<file path="config.mk">
export PLATFORM = sky130hd
export DESIGN_NAME = pc_sequencer
export DESIGN_NICKNAME = d
export VERILOG_FILES = /design/src/rtl/pc_sequencer.sv
export SDC_FILE = /design/constraint.sdc
export NUM_CORES = 1
export LEC_CHECK = 0
export ABC_AREA = 1
export BUFFER_PORTS_ARGS = -buffer_cell sky130_fd_sc_hd__buf_2
export CORE_UTILIZATION = 34
export CTS_CLUSTER_DIAMETER = 50
export DETAILED_ROUTE_END_ITERATION = 16
export HOLD_SLACK_MARGIN = 0.03
export PLACE_DENSITY_LB_ADDON = 0.1
export RECOVER_POWER = 50
export SETUP_SLACK_MARGIN = 0.5
export SLEW_MARGIN = 5
export SYNTH_ARGS = -nofsm -noshare
export SYNTH_HDL_FRONTEND = slang
export SYNTH_SLANG_ARGS = --single-unit
export TNS_END_PERCENT = 30
</file>
<file path="constraint.sdc">
create_clock -name CLK -period 12.9 [get_ports CLK]
set_input_delay 3.225 -clock CLK [delete_from_list [all_inputs] [get_ports CLK]]
set_output_delay 3.225 -clock CLK [all_outputs]
set_load 0.01 [all_outputs]
</file>
<file path="src/rtl/pc_sequencer.sv">
// Registered program counter for the fetch stage.
// Selects the next PC among sequential, conditional/unconditional branch,
// call (BL, with return-address push) and return (RET, with RAS pop).
// The PC and stack only move when fetch accepts the current address (Advance).
module pc_sequencer #(
    parameter int                  PC_WIDTH     = 64,
    parameter logic [PC_WIDTH-1:0] RESET_VECTOR = '0,
    parameter int                  INSTR_BYTES  = 4,
    parameter int                  IMM_SHIFT    = 0,
    parameter int                  RAS_DEPTH    = 4
) (
    input  logic                         CLK,
    input  logic                         Reset,
    input  logic                         Advance,
    input  logic [PC_WIDTH-1:0]          SignExtImm,
    input  logic                         Branch,
    input  logic                         BranchNZ,
    input  logic                         ALUZero,
    input  logic                         Uncondbranch,
    input  logic                         Call,
    input  logic                         Ret,
    input  logic [PC_WIDTH-1:0]          RegTarget,
    output logic [PC_WIDTH-1:0]          CurrentPC,
    output logic [PC_WIDTH-1:0]          NextPC,
    output logic [$clog2(RAS_DEPTH):0]   RasCount,
    output logic                         RasOverflow,
    output logic                         RasUnderflow
);

    localparam int PTR_W = $clog2(RAS_DEPTH);
    localparam int CNT_W = PTR_W + 1;

    logic [PC_WIDTH-1:0] rasMem [RAS_DEPTH];
    logic [PTR_W-1:0]    rasPtr;     // next free slot; top of stack is rasPtr-1
    logic [PTR_W-1:0]    topIdx;
    logic [PC_WIDTH-1:0] seqPC;
    logic [PC_WIDTH-1:0] tgtPC;
    logic                takeBranch;
    logic                rasEmpty;
    logic                rasFull;
    logic                pushEn;

    assign seqPC      = CurrentPC + PC_WIDTH'(INSTR_BYTES);
    assign tgtPC      = CurrentPC + (SignExtImm << IMM_SHIFT);
    assign takeBranch = Branch & (ALUZero ^ BranchNZ);
    assign topIdx     = rasPtr - PTR_W'(1);
    assign rasEmpty   = (RasCount == '0);
    assign rasFull    = (RasCount == CNT_W'(RAS_DEPTH));
    // Ret outranks Call, so a simultaneous Call+Ret never pushes.
    assign pushEn     = Advance & ~Reset & Call & ~Ret;

    // Next-PC selection in priority order: return, call/jump, taken branch, sequential.
    always_comb begin
        NextPC = seqPC;
        if (Ret) begin
            NextPC = rasEmpty ? RegTarget : rasMem[topIdx];
        end else if (Call || Uncondbranch) begin
            NextPC = tgtPC;
        end else if (takeBranch) begin
            NextPC = tgtPC;
        end
    end

    // Return-address storage; contents need no reset because RasCount gates every read.
    always_ff @(posedge CLK) begin
        if (pushEn) begin
            rasMem[rasPtr] <= seqPC;
        end
    end

    // PC, stack pointer/count and sticky error flags.
    always_ff @(posedge CLK) begin
        if (Reset) begin
            CurrentPC    <= RESET_VECTOR;
            rasPtr       <= '0;
            RasCount     <= '0;
            RasOverflow  <= 1'b0;
            RasUnderflow <= 1'b0;
        end else if (Advance) begin
            CurrentPC <= NextPC;
            if (Ret) begin
                if (rasEmpty) begin
                    RasUnderflow <= 1'b1;
                end else begin
                    rasPtr   <= rasPtr - PTR_W'(1);
                    RasCount <= RasCount - CNT_W'(1);
                end
            end else if (Call) begin
                // A full stack keeps the newest entries: the write lands on the oldest slot.
                rasPtr <= rasPtr + PTR_W'(1);
                if (rasFull) begin
                    RasOverflow <= 1'b1;
                end else begin
                    RasCount <= RasCount + CNT_W'(1);
                end
            end
        end
    end

endmodule
</file>
==> results.toml <==
[sta]
timing.final.crit_share_pct = 72.7
fmax_mhz = 107
post-route-min-period_ns = 9.38
finalSetupViolCount = 0
final-hold-violation-count = 0
max_slew_margin_pct = -193
skew_ns = 0.0222
tns_ns = 0
tightest_slew_ns = 4.40
rsz0062_at_grt = "no"
finalMaxSlewViolations = 224

[layout]
final_net_count = 3347
drive_above_1_share_pct = 9.62
nFillCells = 6658
area_growth_pct = 15.8
fin_cells = 4008

[power]
switching_share_pct = 37.8
power_frac_seq_pct = 37.6
p_int_w = 0.00206
p_clk_share_pct = 32.3
ir_drop_mv = 0.0926
p_per_area_nw_per_um2 = 135
combPwrFrac_pct = 30.1
switching_power_w = 0.00125
cellLeakagePower_nw = 11.1

[global_route]
antenna_found_initial = 5
gr-total-overflow = 0
grt_pass1_vias = 20500
grt_pass1_wl_microns = 142000
grtUsageTotal_pct = 31.0
grt_max_degree = 82

[route]
finalWirelength_microns = 100000
route.detailed.drc = 0
drtIter0Drc = 2305
wl_per_cell_microns = 25.0
viasPerCell = 5.36
drtPass1Iterations = 6
drtAntennaViolNets = 0
vias = 21500

[setup_path]
path_class = "in2out"
cpPeakStageDelay_ns = 0.75
cp.required_ns = 9.68
cp.arrival_ns = 6.15
cp_cell_sequence = "buf_2 > ha_1 > fa_1 > nand3_1 > nand2_1 > nand2_1 > nand2_1 > nand2_1 > nand3_1 > xor2_1 > o21bai_1 > nand2_1 > buf_2"
crit_family = "simple AND/OR/NAND/NOR gates"
start_kind = "input pin"
crit_top_cell = "nand2_1"
crit_fanout = 5
crit_buf_inv = 2
rr_worst_depth = 9
cp_slowest_cell = "xor2_1"
endpoint_kind = "output port"
cp.depth = 13

[yosys]
synth.top_cells.by_count = "712 x nand2_1, 424 x inv_1, 348 x nor2_1"
synth_area_leaders = "edfxtp_1 36%, nand2_1 13%, inv_1 7.5%"
ys_seq_elements = 327
yosys_most_used_dff = "edfxtp_1"
synth_top_area_share_pct = 36.2
yosysSeqAreaShare_pct = 42.9
synth_edf_count = 256
yosysUniqueCellTypes = 40
syn_area_sq_um = 21200
syn_nets = 3102
yosysTopAreaCell = "edfxtp_1"
synthArstFlopShare_pct = 0
synth.avg_cell_area_sq_um = 7.33
yosysMostFrequentCell = "nand2_1"
yosys_warnings = 0
synthCells = 2895

[floorplan]
fp.dieH_microns = 252
die_x_microns = 252
core-area_sq_um = 61700
die-area_sq_um = 63400
rows = 91
start_util_pct = 34.4
ios = 270

[placement]
gp_congestion = 1.00
hpwl_microns = 76700
io_buffers = 269
dp.cells = 3936

[hold_path]
holdPathStages = 2
hold_path_class = "reg2reg"

[clocking]
cts_tree = "yes"
cts_root_buffer = "clkbuf_16"
clk_pin_slew_worst_paths_ns = 0.05
clk_path_buf_depth = 3
cts_resized = 0
htreeDepth = 2
cts_hold_buf = 0
cts.sinks = 327
post_cts_buffers = 0
numCtsBuffers = 39
insertion_delay_ns = 0.55

[job]
cap_violations = 5

[status]
violations = "max-capacitance violations, max-slew violations"
status = "complete, but fails checks"
-- worst paths after layout --
path / endpoint / slack (ns) / startpoint
max: NextPC[22] / 3.52 / SignExtImm[0]
min: RasUnderflow$_SDFFE_PP0P_ / 0.45 / RasUnderflow$_SDFFE_PP0P_
min reg2reg: RasUnderflow$_SDFFE_PP0P_ / 0.45 / RasUnderflow$_SDFFE_PP0P_
max reg2reg: CurrentPC[27]$_SDFFE_PP0P_ / 8.53 / CurrentPC[2]$_SDFFE_PP0P_
-- power groups by stage --
stage,registers (W),clock network (W),logic (W)
floorplan,0.00124,0,0.000549
global placement,0.00126,0,0.000986
detailed placement,0.00126,0,0.000986
CTS,0.00124,0.00109,0.000991
global route,0.00125,0.00112,0.00107
finish,0.00125,0.00107,0.000995
-- flip-flops by register name (all words and copies together) (netlist names) --
signal and cells:
CurrentPC 64, RasCount 3, rasMem 256, RasUnderflow 1, RasOverflow 1, rasPtr 2
-- metrics by stage --
stage	worst slack, ns	instance area (sq um)	hold WS [ns]	total power (W)	util [%]
finish	3.52	24600	0.449	0.00331	39.8
global route	3.45	24600	0.477	0.00344	39.8
floorplan	4.80	21200	0.474	0.00179	-
CTS	3.60	24800	0.448	0.00332	40.2
detailed placement	3.61	23600	0.440	0.00225	38.2
global placement	3.59	23600	0.435	0.00225	38.2
-- area by class of cell --
| type | count | area, sq um | share of cell area [%] |
|---|---|---|---|
| flip-flops and latches | 327 | 9110 | 37.1 |
| clock buffers | 48 | 1060 | 4.32 |
| multi-input cells | 2043 | 10100 | 41.2 |
| clock inverters | 23 | 174 | 0.708 |
| repair buffers | 301 | 1450 | 5.89 |
| well taps | 837 | 1050 | 4.26 |
| diodes | 1 | 2.50 | 0.0102 |
| inverters | 428 | 1610 | 6.54 |
-- placed cells by master (no fill, tap or decap), types with 70 or more instances in the layout --
cell type	n
inv_1	423
nand2_1	712
o21ai_0	235
nor2_1	348
nand3_1	185
buf_2	214
dfxtp_1	70
edfxtp_1	256
a21oi_1	144
clkbuf_1	80
-- layer usage --
metal / GRT usage (%) / vias to the layer above / wire (microns)
met4: 12.7 / 0 / 4490
met5: 0 / - / 0
li1: - / 10100 / -
met2: 49.2 / 848 / 44900
met3: 3.44 / 184 / 7200
met1: 43.0 / 10300 / 43800
-- worst min-delay path: cells and delay by family (launching register included) --
kind	cells	cell delay, ns
flops	1	0.30
buf+inv	1	0.05
compound gates	1	0.05
-- cells by family after synthesis --
| kind of cell | synth area share (%) |
|---|---|
| xor gates and xnor gates | 2.31 |
| and+or+nand+nor | 26.3 |
| AOI/OAI and AO/OA | 14.9 |
| adders and majority gates | 4.20 |
| DFF | 42.9 |
| buffers and inverters | 9.37 |
Power figures use the tool's default switching activity.
